--- src/rtl/banked_mem_pkg.sv ---
// banked_mem_pkg: shared types and constants for the banked memory block.
//   state_e  - sweep FSM states (CLEAR runs the initialisation sweep, IDLE serves accesses)
//   ERR_W    - width of the out-of-range access counter
//   ERR_MAX  - saturation value of that counter
package banked_mem_pkg;

  typedef enum logic {
    CLEAR = 1'b0,
    IDLE  = 1'b1
  } state_e;

  localparam int ERR_W   = 8;
  localparam int ERR_MAX = 255;

endpackage

--- src/rtl/banked_mem_if.sv ---
// banked_mem_if: access bus of banked_mem.
//   master modport - requester side (drives clr, write and read requests)
//   slave modport  - memory side (returns busy, read response, oob flags, err_cnt)
// Signals:
//   clr, busy                              - sweep control/status
//   wr_en, wr_bank, wr_addr, wr_data       - write request
//   rd_en, rd_bank, rd_addr                - read request
//   rd_valid, rd_data, rd_oob              - registered read response
//   wr_oob                                 - out-of-range write pulse
//   err_cnt                                - saturating out-of-range count
interface banked_mem_if #(
  parameter int WIDTH = 8,
  parameter int BA_W  = 3,
  parameter int AA_W  = 3
);
  import banked_mem_pkg::*;

  logic             clr;
  logic             busy;
  logic             wr_en;
  logic [BA_W-1:0]  wr_bank;
  logic [AA_W-1:0]  wr_addr;
  logic [WIDTH-1:0] wr_data;
  logic             rd_en;
  logic [BA_W-1:0]  rd_bank;
  logic [AA_W-1:0]  rd_addr;
  logic             rd_valid;
  logic [WIDTH-1:0] rd_data;
  logic             rd_oob;
  logic             wr_oob;
  logic [ERR_W-1:0] err_cnt;

  modport master (
    output clr, wr_en, wr_bank, wr_addr, wr_data, rd_en, rd_bank, rd_addr,
    input  busy, rd_valid, rd_data, rd_oob, wr_oob, err_cnt
  );

  modport slave (
    input  clr, wr_en, wr_bank, wr_addr, wr_data, rd_en, rd_bank, rd_addr,
    output busy, rd_valid, rd_data, rd_oob, wr_oob, err_cnt
  );

endinterface

--- src/rtl/banked_mem_sweep.sv ---
// banked_mem_sweep: clear-sweep FSM and word counter.
// Ports:
//   clk, reset  - clock, synchronous active-high reset
//   clr         - restart the sweep (from IDLE or mid-sweep)
//   busy        - high while the sweep runs (state == CLEAR)
//   sweep_we    - write INIT into word sweep_idx of every bank this cycle
//   sweep_idx   - word currently being cleared
// A sweep lasts exactly DEPTH cycles; reset leaves the FSM in CLEAR at word 0.
module banked_mem_sweep
  import banked_mem_pkg::*;
#(
  parameter int DEPTH = 4,
  parameter int IW    = $clog2(DEPTH)
) (
  input  logic          clk,
  input  logic          reset,
  input  logic          clr,
  output logic          busy,
  output logic          sweep_we,
  output logic [IW-1:0] sweep_idx
);

  localparam logic [IW-1:0] LAST_IDX = IW'(DEPTH - 1);

  state_e        state_q;
  logic [IW-1:0] idx_q;
  logic          busy_q;

  always_ff @(posedge clk) begin
    if (reset) begin
      state_q <= CLEAR;
      idx_q   <= '0;
      busy_q  <= 1'b1;
    end else begin
      case (state_q)
        CLEAR: begin
          // clr mid-sweep takes priority over finishing the sweep
          if (clr) begin
            idx_q <= '0;
          end else if (idx_q == LAST_IDX) begin
            state_q <= IDLE;
            idx_q   <= '0;
            busy_q  <= 1'b0;
          end else begin
            idx_q <= idx_q + IW'(1);
          end
        end
        IDLE: begin
          if (clr) begin
            state_q <= CLEAR;
            idx_q   <= '0;
            busy_q  <= 1'b1;
          end
        end
        default: begin
          state_q <= CLEAR;
          idx_q   <= '0;
          busy_q  <= 1'b1;
        end
      endcase
    end
  end

  assign busy      = busy_q;
  assign sweep_we  = busy_q;
  assign sweep_idx = idx_q;

endmodule

--- src/rtl/banked_mem.sv ---
// banked_mem: BANKS x DEPTH register-file memory of WIDTH-bit words with one
// write port, one registered read port (latency 1, read-before-write),
// bounds checking on every access and a hardware clear sweep.
// Ports:
//   clk, reset - clock, synchronous active-high reset
//   bus        - banked_mem_if slave modport (requests in, response/status out)
// Out-of-range accesses never touch storage; they raise rd_oob / wr_oob and
// bump the saturating err_cnt. Accesses are ignored while busy.
module banked_mem
  import banked_mem_pkg::*;
#(
  parameter int               WIDTH = 8,
  parameter int               BANKS = 2,
  parameter int               DEPTH = 4,
  parameter int               BA_W  = 3,
  parameter int               AA_W  = 3,
  parameter logic [WIDTH-1:0] INIT  = '0
) (
  input  logic         clk,
  input  logic         reset,
  banked_mem_if.slave  bus
);

  // Internal index widths sized to the array; only used once the full-width
  // request has been proven in range, so the truncation cannot alias.
  localparam int BI_W = (BANKS > 1) ? $clog2(BANKS) : 1;
  localparam int AI_W = $clog2(DEPTH);

  function automatic logic in_range(input logic [BA_W-1:0] bank,
                                    input logic [AA_W-1:0] addr);
    return (32'(bank) < BANKS) && (32'(addr) < DEPTH);
  endfunction

  function automatic logic [ERR_W-1:0] sat_add(input logic [ERR_W-1:0] cnt,
                                               input logic [1:0]       inc);
    logic [ERR_W:0] sum;
    sum = {1'b0, cnt} + {{(ERR_W - 1){1'b0}}, inc};
    return (32'(sum) > ERR_MAX) ? ERR_W'(ERR_MAX) : sum[ERR_W-1:0];
  endfunction

  logic             busy;
  logic             sweep_we;
  logic [AI_W-1:0]  sweep_idx;

  logic [WIDTH-1:0] mem_q [0:BANKS-1][0:DEPTH-1];
  logic [WIDTH-1:0] mem_d [0:BANKS-1][0:DEPTH-1];

  logic             rd_valid_q, rd_valid_d;
  logic [WIDTH-1:0] rd_data_q,  rd_data_d;
  logic             rd_oob_q,   rd_oob_d;
  logic             wr_oob_q,   wr_oob_d;
  logic [ERR_W-1:0] err_cnt_q,  err_cnt_d;

  logic             wr_acc, rd_acc, wr_hit, rd_hit;
  logic [BI_W-1:0]  wb, rb;
  logic [AI_W-1:0]  wa, ra;
  logic [1:0]       err_inc;

  banked_mem_sweep #(
    .DEPTH (DEPTH),
    .IW    (AI_W)
  ) u_sweep (
    .clk       (clk),
    .reset     (reset),
    .clr       (bus.clr),
    .busy      (busy),
    .sweep_we  (sweep_we),
    .sweep_idx (sweep_idx)
  );

  always_comb begin
    wr_acc  = bus.wr_en && !busy;
    rd_acc  = bus.rd_en && !busy;
    wr_hit  = in_range(bus.wr_bank, bus.wr_addr);
    rd_hit  = in_range(bus.rd_bank, bus.rd_addr);
    wb      = bus.wr_bank[BI_W-1:0];
    wa      = bus.wr_addr[AI_W-1:0];
    rb      = bus.rd_bank[BI_W-1:0];
    ra      = bus.rd_addr[AI_W-1:0];
    err_inc = {1'b0, wr_acc && !wr_hit} + {1'b0, rd_acc && !rd_hit};

    mem_d = mem_q;
    if (sweep_we) begin
      for (int b = 0; b < BANKS; b++) begin
        mem_d[b][sweep_idx] = INIT;
      end
    end else if (wr_acc && wr_hit) begin
      mem_d[wb][wa] = bus.wr_data;
    end

    // Read samples mem_q, so a same-cycle write to the same word is not seen.
    rd_valid_d = rd_acc;
    rd_oob_d   = rd_acc && !rd_hit;
    rd_data_d  = rd_data_q;
    if (rd_acc) begin
      rd_data_d = rd_hit ? mem_q[rb][ra] : '0;
    end

    wr_oob_d  = wr_acc && !wr_hit;
    err_cnt_d = bus.clr ? '0 : sat_add(err_cnt_q, err_inc);
  end

  // storage: no reset, the sweep initialises it
  always_ff @(posedge clk) begin
    mem_q <= mem_d;
  end

  // read response and error status registers
  always_ff @(posedge clk) begin
    if (reset) begin
      rd_valid_q <= 1'b0;
      rd_data_q  <= '0;
      rd_oob_q   <= 1'b0;
      wr_oob_q   <= 1'b0;
      err_cnt_q  <= '0;
    end else begin
      rd_valid_q <= rd_valid_d;
      rd_data_q  <= rd_data_d;
      rd_oob_q   <= rd_oob_d;
      wr_oob_q   <= wr_oob_d;
      err_cnt_q  <= err_cnt_d;
    end
  end

  assign bus.busy     = busy;
  assign bus.rd_valid = rd_valid_q;
  assign bus.rd_data  = rd_data_q;
  assign bus.rd_oob   = rd_oob_q;
  assign bus.wr_oob   = wr_oob_q;
  assign bus.err_cnt  = err_cnt_q;

endmodule

--- src/flat_wrapper.sv ---
// flat-port wrapper written by rule: the top's interface ports become plain ports
module banked_mem_flat import banked_mem_pkg::*;
#(
  parameter int               WIDTH = 8,
  parameter int               BANKS = 2,
  parameter int               DEPTH = 4,
  parameter int               BA_W  = 3,
  parameter int               AA_W  = 3,
  parameter logic [WIDTH-1:0] INIT  = '0
)
  (clk, reset, bus_clr, bus_wr_en, bus_wr_bank, bus_wr_addr, bus_wr_data, bus_rd_en, bus_rd_bank, bus_rd_addr, bus_busy, bus_rd_valid, bus_rd_data, bus_rd_oob, bus_wr_oob, bus_err_cnt);
  banked_mem_if #(.WIDTH(WIDTH), .BA_W(BA_W), .AA_W(AA_W)) bus_i ();
  input  logic clk;
  input  logic reset;
  input wire logic [$bits(bus_i.clr)-1:0] bus_clr;
  input wire logic [$bits(bus_i.wr_en)-1:0] bus_wr_en;
  input wire logic [$bits(bus_i.wr_bank)-1:0] bus_wr_bank;
  input wire logic [$bits(bus_i.wr_addr)-1:0] bus_wr_addr;
  input wire logic [$bits(bus_i.wr_data)-1:0] bus_wr_data;
  input wire logic [$bits(bus_i.rd_en)-1:0] bus_rd_en;
  input wire logic [$bits(bus_i.rd_bank)-1:0] bus_rd_bank;
  input wire logic [$bits(bus_i.rd_addr)-1:0] bus_rd_addr;
  output wire logic [$bits(bus_i.busy)-1:0] bus_busy;
  output wire logic [$bits(bus_i.rd_valid)-1:0] bus_rd_valid;
  output wire logic [$bits(bus_i.rd_data)-1:0] bus_rd_data;
  output wire logic [$bits(bus_i.rd_oob)-1:0] bus_rd_oob;
  output wire logic [$bits(bus_i.wr_oob)-1:0] bus_wr_oob;
  output wire logic [$bits(bus_i.err_cnt)-1:0] bus_err_cnt;
  assign bus_i.clr = bus_clr;
  assign bus_i.wr_en = bus_wr_en;
  assign bus_i.wr_bank = bus_wr_bank;
  assign bus_i.wr_addr = bus_wr_addr;
  assign bus_i.wr_data = bus_wr_data;
  assign bus_i.rd_en = bus_rd_en;
  assign bus_i.rd_bank = bus_rd_bank;
  assign bus_i.rd_addr = bus_rd_addr;
  assign bus_busy = bus_i.busy;
  assign bus_rd_valid = bus_i.rd_valid;
  assign bus_rd_data = bus_i.rd_data;
  assign bus_rd_oob = bus_i.rd_oob;
  assign bus_wr_oob = bus_i.wr_oob;
  assign bus_err_cnt = bus_i.err_cnt;
  banked_mem #(.WIDTH(WIDTH), .BANKS(BANKS), .DEPTH(DEPTH), .BA_W(BA_W), .AA_W(AA_W), .INIT(INIT)) u_core (.clk(clk), .reset(reset), .bus(bus_i));
endmodule
--- config.mk ---
export PLATFORM = sky130hd
export DESIGN_NAME = banked_mem_flat
export DESIGN_NICKNAME = d
export VERILOG_FILES = /design/src/rtl/banked_mem_pkg.sv /design/src/rtl/banked_mem_if.sv /design/src/rtl/banked_mem_sweep.sv /design/src/rtl/banked_mem.sv /design/src/flat_wrapper.sv
export SDC_FILE = /design/constraint.sdc
export NUM_CORES = 1
export LEC_CHECK = 0
export CORE_UTILIZATION = 57
export DETAILED_ROUTE_END_ITERATION = 10
export GPL_TIMING_DRIVEN = 0
export PLACE_DENSITY = 0.81
export RECOVER_POWER = 50
export SYNTH_ARGS = -nofsm -noshare
export SYNTH_HDL_FRONTEND = slang
export SYNTH_SLANG_ARGS = --single-unit
--- constraint.sdc ---
create_clock -name clk -period 2.5 [get_ports clk]
set_input_delay 0.25 -clock clk [delete_from_list [all_inputs] [get_ports clk]]
set_output_delay 0.25 -clock clk [all_outputs]
set_load 0.005 [all_outputs]
==> qor.yml, run 1 <==
run_status:
  outcome: "finished, final reports clean"
synth:
  ys_warn_count: 0
  syn_nets: 430
  async_flop_share_pct: 0
  synth_area_leader_cell: "edfxtp_1"
  ys_top_cells_by_area: "edfxtp_1, dfxtp_1, o22ai_1, mux2i_1, nand2_1"
  synth_common_cells: "nand2_1, edfxtp_1, o22ai_1"
  synth_flop_cell: "edfxtp_1"
  yosysSeqAreaShare_pct: 54.7
  synth-seq-cells: 87
  synthCells: 399
  yosysTopAreaCellShare_pct: 44.1
  netlist_area_sq_um: 4360
  synth.distinct_cells: 43
  synth_most_common_cell: "nand2_1"
  synth_edf_count: 64
  syn_area_per_cell_sq_um: 10.9
clock_network:
  clock_path_buffers: 2
  postCtsSetupBuffers: 0
  root_buffer: "clkbuf_8"
  htree_levels: 3
  ctsResizeCount: 1
  cts.clk_slew.worst_paths_ps: 90
  cts_tree: "yes"
  clock_sinks: 87
  clock_latency_ps: 360
  holdBufCountCts: 0
  cts_buffers: 9
routing:
  first_iter_violations: 373
  routedWlPerCell_um: 20.5
  drc: 0
  dr.pass1.iters: 5
  routed_wl_mm: 11.3
  vias: 3591
  final_antenna_net_count: 0
  vias_per_cell: 6.49
layout:
  antenna_cells: 0
  fillers: 533
  multiInputGateArea_sq_um: 1770
  layout-drive-gt1-share_pct: 9.03
  ff_latch_area_sq_um: 2380
  nets: 480
  areaGrowthSynthToFinish_pct: 16.4
placement:
  hpwl_mm: 7.82
  port_buffers: 39
  dp_slack_ps: -74.0
  place_congestion: 0.884
sta:
  timing.final.hold_violations: 0
  setup_ws_ps: 166
  rsz0062_at_grt: "false"
  min_period_ps: 2330
  skew_ps: 14.8
  final-setup-viol-count: 0
  slew_headroom_pct: 39.1
  timing.fmax_mhz: 429
  final.setup.tns_ps: 0
  worst_pin_slew_ps: 905
  slew_violations: 0
  period_share_pct: 93.3
worst_setup_path:
  start_kind: "register"
  critical_path_class: "register to register"
  critPathArrivalTime_ps: 2620
  crit_path_end_kind: "register"
  critPathRequiredTime_ps: 2790
  critPathMaxFanout: 10
grt:
  antenna_found_initial: 0
  grt_pass1_vias: 3287
  gr-usage-all-layers_pct: 31.0
  grt_overflow: 0
  grt_pass1_wl_mm: 17.9
  grt_max_degree: 16
die:
  die_w_um: 89.4
  io_pins: 45
  coreArea_sq_um: 7330
  die_y_um: 89.4
  start_util_pct: 59.4
  die_area_sq_um: 8000
  rows: 31
run:
  maxCapViolCount: 0
power_and_ir_drop:
  leakagePower_nw: 1.92
  total_power_w: 0.00327
  powerDensity_nw_per_um2: 644
  vdd_ir_drop_max_mv: 0.323
worst_hold_path:
  timing.hold.worst.class: "primary input to register"
==> stage by stage <==
step	hold WS, ps	std cells	instance area [sq um]	util, %
3_5_place_dp	460	537	4870	66.4
3_3_place_gp	451	537	4870	66.4
6_report	314	553	5070	69.2
2_1_floorplan	357	399	4360	-
5_1_grt	329	553	5070	69.2
4_1_cts	305	553	5080	69.3
==> power by group <==
group          internal, W  switching, W  total (W)  leakage, nW
Sequential         0.00174     0.0000934    0.00184        0.950
Clock             0.000482      0.000507   0.000989        0.107
Combinational     0.000206      0.000233   0.000439        0.867
Total              0.00243      0.000833    0.00327         1.92
==> sequential cells by signal (all words and copies together) (netlist names) <==
signal / flops
u_core.u_sweep.sweep_idx: 2
u_core.u_sweep.state_q: 1
u_core.bus.err_cnt: 8
u_core.mem_q: 64
u_core.u_sweep.busy: 1
u_core.bus.rd_valid: 1
u_core.bus.rd_oob: 1
u_core.bus.rd_data: 8
u_core.bus.wr_oob: 1
==> layout by cell type (no fill, tap or decap), drive strengths merged, types with 2 or more instances in the layout <==
cell type      count
nand3b             6
nand2             68
or3b               2
buf               16
and2b              2
o21ai              7
nand2b            11
a31oi              2
dfxtp             23
clkinv             3
nor3               4
nor4               2
o22ai             59
dlygate4sd3       21
a22oi             13
or2                2
ha                 5
clkbuf            30
nor3b              3
nand3              5
mux4               2
clkdlybuf4s50     18
a21oi              6
or3                3
nor2              10
o21bai            10
mux2i             28
inv                7
a32o               8
nor2b              5
xor2               2
edfxtp            64
==> cells by family (layout without fill, tap and decap cells) <==
family	Yosys count	count (layout)	synth area share [%]
buffers and inverters	40	95	4.51
and+or+nand+nor	125	125	14.1
xor gates and xnor gates	2	2	0.402
DFF	87	87	54.7
muxes	31	31	7.73
AOI/OAI and AO/OA	108	108	16.7
adders and majority gates	6	6	1.90
==> worst paths after layout <==
path,endpoint,depth (start not counted),slack (ps),start
min reg2reg,u_core.bus.rd_data[0]$_SDFFE_PP0P_,1,470,u_core.bus.rd_data[0]$_SDFFE_PP0P_
min,u_core.bus.rd_data[1]$_SDFFE_PP0P_,3,310,bus_rd_bank[0]
max,u_core.bus.err_cnt[5]$_SDFF_PP0_,8,170,u_core.u_sweep.busy$_SDFFE_PP1P_
max reg2reg,u_core.bus.err_cnt[5]$_SDFF_PP0_,8,170,u_core.u_sweep.busy$_SDFFE_PP1P_
==> per-layer routing <==
layer	GRT usage (%)	share of wire (%)	up-vias	wire, um
met2	45.6	45	254	5140
met5	0	0	-	0
met4	15.9	4.3	0	491
met3	4.43	9.6	38	1090
li1	-	-	1612	-
met1	45.0	41	1687	4600
==> worst max-delay path, cell delays in order, from the launching register on <==
cell and delay, ps:
dfxtp_1 330, buf_2 180, buf_2 200, nor3b_2 290
fa_1 300, ha_2 250, nand2_1 100, or3_1 450
a31oi_1 160
==> layout make-up <==
| class | instances | area share (%) |
|---|---|---|
| Clock inverter | 4 | 0.494 |
| Tap cell | 99 | 2.44 |
| Buffer | 34 | 3.43 |
| Timing Repair Buffer | 39 | 7.70 |
| Inverter | 6 | 0.444 |
| Sequential cell | 87 | 47.0 |
| Clock buffer | 12 | 3.50 |
| Multi-Input combinational cell | 272 | 35.0 |
No activity file was read; power rests on OpenSTA's default activity.
==> run 2: changes to the inputs <==
CORE_ASPECT_RATIO = 1.75   (was unset)
CORE_UTILIZATION = 60   (was 57)
PLACE_DENSITY = 0.85   (was 0.81)
clock period = 2.9 ns   (was 2.5 ns; I/O delays follow)
==> qor.yml, run 2 (synthesis gave the netlist of run 1 again) <==
run_status:
  outcome: "finished with violations"
  violations: "max-capacitance violations, max-slew violations"
worst_setup_path:
  cp-startpoint: "u_core.u_sweep.busy$_SDFFE_PP1P_"
  crit_path_end_kind: "register"
  critPathRequiredTime_ps: 3150  # +360 ps
  critPathTopFamily: "simple AND/OR/NAND/NOR gates"
  critPathMaxFanout: 10  # unchanged
  path_depth: 8  # unchanged
  r2r-start: "u_core.u_sweep.busy$_SDFFE_PP1P_"
  max_stage_delay_ps: 460  # about the same
  cp_cell_sequence: "buf_2, clkbuf_1, nor3b_1, fa_1, ha_1, nand2_1, or3_1, a21oi_1"
  critPathBufInv: 2  # unchanged
  regToRegSetupSlack_ps: 220  # +50 ps
  rr_worst_depth: 8  # unchanged
  start_kind: "register"
  critPathArrivalTime_ps: 2930  # +310 ps
  timing.rr.end: "u_core.bus.err_cnt[4]$_SDFF_PP0_"
  crit_slowest_cell: "or3_1"
  endpoint: "u_core.bus.err_cnt[4]$_SDFF_PP0_"
  critical_path_class: "register to register"
routing:
  routedWlPerCell_um: 22.4  # +9.3%
  routed_wl_mm: 12.0  # +6.3%
  vias: 3600  # +0.25%
  final_antenna_net_count: 0  # unchanged
  first_iter_violations: 387  # +3.8%
  vias_per_cell: 6.69  # +3.0%
  drc: 0  # unchanged
  dr.pass1.iters: 5  # unchanged
layout:
  final_cell_mix: "nand2_1, edfxtp_1, o22ai_1"
  antenna_cells: 0  # unchanged
  layout-drive-gt1-share_pct: 5.73  # -3.3 points
  final_common_cell: "nand2_1"
  nets: 480  # unchanged
  finish.utilization_pct: 73.1  # +4.0 points
  top_register: "u_core.mem_q"
  areaGrowthSynthToFinish_pct: 16.8
  largest_register_ff_count: 64  # unchanged
placement:
  port_buffers: 39  # unchanged
  dp_slack_ps: 284  # +358 ps
  hpwl_mm: 8.26  # +5.6%
  place_congestion: 0.952  # +7.7%
power_and_ir_drop:
  p_switching_w: 0.000722  # -13%
  vdd_ir_drop_max_mv: 0.435  # +35%
  powerDensity_nw_per_um2: 591  # -8.2%
  leakagePower_nw: 1.94  # +0.66%
  seq_power_share_pct: 53.0  # -3.3 points
  power.share.switching_pct: 24.0  # -1.5 points
  p_comb_share_pct: 12.3  # -1.2 points
  clkPwrFrac_pct: 34.6  # +4.3 points
  intPower_w: 0.00229  # -6.0%
sta:
  final-setup-viol-count: 0  # unchanged
  slew_violations: 9  # +9
  final.setup.tns_ps: 0  # unchanged
  slew_headroom_pct: -12.2  # -51 points
  rsz0062_at_grt: "false"
  worst_pin_slew_ps: 1670  # +762 ps
  period_share_pct: 92.5  # -0.84 points
  whs_ps: 359  # +45.4 ps
  min_period_ps: 2680  # +349 ps
  setup_ws_ps: 218  # +51.1 ps
  skew_ps: 7.27  # -7.54 ps
  timing.final.hold_violations: 0  # unchanged
  timing.fmax_mhz: 373  # -13%
clock_network:
  clock_latency_ps: 340  # -20 ps
  cts.clk_slew.worst_paths_ps: 60  # -30 ps
  clock_sinks: 87  # unchanged
  cts_tree: "yes"
  ctsResizeCount: 0  # -1
  clock_path_buffers: 2  # unchanged
  htree_levels: 3  # unchanged
  root_buffer: "clkbuf_16"
  postCtsSetupBuffers: 0  # unchanged
  cts_buffers: 9  # unchanged
  holdBufCountCts: 0  # unchanged
die:
  io_pins: 45  # unchanged
  die_area_sq_um: 7620  # -4.7%
  start_util_pct: 62.6  # +3.2 points
  rows: 40  # +29%
  die_y_um: 115  # +28%
  coreArea_sq_um: 6960  # -5.1%
  die_w_um: 66.4  # -26%
run:
  maxCapViolCount: 1  # +1
grt:
  grt_pass1_vias: 3602  # +9.6%
  antenna_found_initial: 0  # unchanged
  grt_pass1_wl_mm: 18.9  # +5.9%
  gr-usage-all-layers_pct: 35.1  # +4.1 points
  grt_overflow: 0  # unchanged
  grt_max_degree: 13  # -3
worst_hold_path:
  timing.hold.worst.class: "primary input to register"
==> run 2: cell types whose count changed in the layout (fill, tap and decap cells not counted), moves of 2 or more <==
cell	before	now
buf_2	12	5
clkinv_2	2	0
clkbuf_16	2	9
clkbuf_8	9	1
clkbuf_1	19	30
==> run 2: worst min-delay path by stage <==
stage | from | end | slack (ps) | depth (start not counted)
after floorplan | reset | u_core.u_sweep.busy$_SDFFE_PP1P_ | 400 | 1
after global placement | u_core.bus.rd_data[6]$_SDFFE_PP0P_ | u_core.bus.rd_data[6]$_SDFFE_PP0P_ | 450 | 1
after detailed placement | u_core.bus.rd_data[6]$_SDFFE_PP0P_ | u_core.bus.rd_data[6]$_SDFFE_PP0P_ | 460 | 1
after CTS | bus_rd_bank[0] | u_core.bus.rd_data[4]$_SDFFE_PP0P_ | 350 | 3
after global routing | bus_rd_bank[0] | u_core.bus.rd_data[4]$_SDFFE_PP0P_ | 380 | 3
final | bus_rd_bank[0] | u_core.bus.rd_data[4]$_SDFFE_PP0P_ | 360 | 3
==> run 2: cell type report <==
cell class | instances | area, sq um
multi-input cells | 272 | 1760
clock inverters | 1 | 3.75
clock buffers | 15 | 258
repair buffers | 39 | 390
plain buffers | 34 | 165
inverters | 6 | 22.5
flip-flops and latches | 87 | 2380
well taps | 84 | 105
fillers | 487 | 1870
==> run 2: routing by layer <==
metal | part of all wire (%) | GRT usage, %
met2 | 51 | 55.9
met3 | 7.9 | 6.97
met1 | 34 | 39.9
met4 | 6.6 | 28.8
met5 | 0 | 0
==> run 2: power groups by stage <==
stage | combinational (W) | clock, W | sequential, W
final | 0.000371 | 0.00104 | 0.00160
after detailed placement | 0.000356 | 0 | 0.00161
after CTS | 0.000365 | 0.00104 | 0.00159
after global routing | 0.000399 | 0.00110 | 0.00160
after floorplan | 0.000261 | 0 | 0.00158
after global placement | 0.000341 | 0 | 0.00160
==> run 2: tightest hold or removal path: stages <==
cell and delay, ps:
buf_2 150, nand2b_1 80, a32o_1 150
==> run 2: metrics by stage <==
| stage | area [sq um] | power (W) | cells |
|---|---|---|---|
| floorplan | 4360 | 0.00184 | 399 |
| global placement | 4850 | 0.00194 | 522 |
| detailed placement | 4850 | 0.00197 | 522 |
| CTS | 5110 | 0.00299 | 538 |
| global route | 5090 | 0.00310 | 538 |
| finish | 5090 | 0.00301 | 538 |
==> run 3: changes to the inputs <==
CORE_ASPECT_RATIO = unset   (was 1.75)
RECOVER_POWER = 25   (was 50)
==> qor.yml, run 3 (synthesis gave the netlist of run 1 again) <==
run_status:
  outcome: "finished, final reports clean"
routing:
  drc: 0  # unchanged
  final_antenna_net_count: 0  # unchanged
  dr.pass1.iters: 5  # unchanged
  routedWlPerCell_um: 20.8  # -6.9%
  first_iter_violations: 437  # +13%
  vias_per_cell: 6.43  # -3.9%
  routed_wl_mm: 11.5  # -4.9%
  vias: 3536  # -1.8%
grt:
  grt_pass1_wl_mm: 18.0  # -4.7%
  grt_max_degree: 14  # +1
  grt_overflow: 0  # unchanged
  gr-usage-all-layers_pct: 32.4  # -2.7 points
  grt_pass1_vias: 3375  # -6.3%
  antenna_found_initial: 0  # unchanged
placement:
  place_inst: 534  # +2.3%
  hpwl_mm: 7.76  # -6.1%
  port_buffers: 39  # unchanged
  place_congestion: 0.835  # -12%
layout:
  areaGrowthSynthToFinish_pct: 16.2
  final_cell_mix: "nand2_1, edfxtp_1, o22ai_1"
  top_register: "u_core.mem_q"
  final_common_cell: "nand2_1"
  antenna_cells: 0  # unchanged
  multiInputGateArea_sq_um: 1780  # +0.85%
  ff_latch_area_sq_um: 2380  # unchanged
  fillers: 502  # +3.1%
  nets: 480  # unchanged
  layout-drive-gt1-share_pct: 7.49  # +1.8 points
  instances_no_fill: 550  # +2.2%
  largest_register_ff_count: 64  # unchanged
sta:
  period_share_pct: 88.4  # -4.1 points
  final.setup.tns_ps: 0  # unchanged
  timing.final.hold_violations: 0  # unchanged
  slew_violations: 0  # -9
  timing.fmax_mhz: 390  # +4.6%
  slew_headroom_pct: 44.4  # +57 points
  skew_ps: 9.50  # +2.23 ps
  min_period_ps: 2560  # -118 ps
  rsz0062_at_grt: "false"
  final-setup-viol-count: 0  # unchanged
  worst_pin_slew_ps: 833  # -835 ps
clock_network:
  holdBufCountCts: 0  # unchanged
  ctsResizeCount: 0  # unchanged
  clock_path_buffers: 2  # unchanged
  postCtsSetupBuffers: 0  # unchanged
  clock_sinks: 87  # unchanged
  cts.clk_slew.worst_paths_ps: 80  # +20 ps
  cts_buffers: 9  # unchanged
  cts_tree: "yes"
  clock_latency_ps: 350  # about the same
  htree_levels: 3  # unchanged
  root_buffer: "clkbuf_8"
die:
  die_w_um: 87.2  # +31%
  die_area_sq_um: 7610  # -0.18%
  io_pins: 45  # unchanged
  die_y_um: 87.2  # -24%
  coreArea_sq_um: 6910  # -0.72%
  rows: 30  # -25%
  start_util_pct: 63.1  # +0.45 points
power_and_ir_drop:
  vdd_ir_drop_max_mv: 0.366  # -16%
  leakagePower_nw: 1.92  # -1.1%
  powerDensity_nw_per_um2: 558  # -5.6%
  total_power_w: 0.00283  # -6.1%
run:
  maxCapViolCount: 0  # -1
worst_hold_path:
  holdCritStartpoint: "bus_rd_bank[0]"
  timing.hold.worst.class: "primary input to register"
  hold_path_depth: 3  # unchanged
worst_setup_path:
  rr_worst_depth: 8  # unchanged
  critPathArrivalTime_ps: 2840  # -90 ps
  critPathRequiredTime_ps: 3180  # +30 ps
  critPathMaxFanout: 10  # unchanged
  crit_path_end_kind: "register"
  start_kind: "register"
  r2r-start: "u_core.u_sweep.busy$_SDFFE_PP1P_"
  cp-startpoint: "u_core.u_sweep.busy$_SDFFE_PP1P_"
  critical_path_class: "register to register"
## run 3: layout make-up
| cell class | count | share of cell area [%] |
|---|---|---|
| sequential | 87 | 47.1 |
| multi-input combinational | 272 | 35.1 |
| timing repair buffer | 39 | 7.71 |
| clock buffer | 14 | 3.83 |
| buffer | 34 | 3.31 |
| tap | 96 | 2.37 |
| inverter | 6 | 0.445 |
| clock inverter | 2 | 0.198 |
## run 3: report_power, final
| group | leakage, nW | internal (W) | switching, W |
|---|---|---|---|
| Clock | 0.108 | 0.000432 | 0.000423 |
| Sequential | 0.950 | 0.00150 | 0.0000832 |
| Combinational | 0.858 | 0.000177 | 0.000205 |
| Total | 1.92 | 0.00211 | 0.000712 |
## run 3: metal layers
metal  share of wire, %  vias up  GRT usage (%)
met2                 47      252           50.3
met3                 11       29           7.30
met1                 39     1658           45.0
met5                  0        -              0
met4                2.4        0           11.5
li1                   -     1597              -
## run 3: per-stage QoR
step | hold slack [ps] | setup slack [ps] | utilization [%] | cell area, sq um
after detailed placement | 454 | 367 | 70.5 | 4870
after global placement | 449 | 423 | 70.5 | 4870
final | 363 | 336 | 73.3 | 5060
after floorplan | 397 | 793 | - | 4360
after global routing | 392 | 140 | 73.3 | 5060
after CTS | 362 | 446 | 73.4 | 5070
## run 3: worst paths after layout
| path | endpoint | slack (ps) |
|---|---|---|
| max reg2reg | u_core.bus.err_cnt[1]$_SDFF_PP0_ | 340 |
| min reg2reg | u_core.bus.rd_data[5]$_SDFFE_PP0P_ | 470 |
| min | u_core.bus.rd_data[1]$_SDFFE_PP0P_ | 360 |
| max | u_core.bus.err_cnt[1]$_SDFF_PP0_ | 340 |
## run 3: worst max-delay path, stage by stage (launching register included)
cell,delay (ps)
dfxtp_1,330
buf_2,160
clkbuf_1,260
nor3b_1,400
fa_1,320
ha_1,260
nand2_1,110
or3_1,450
a21oi_1,190
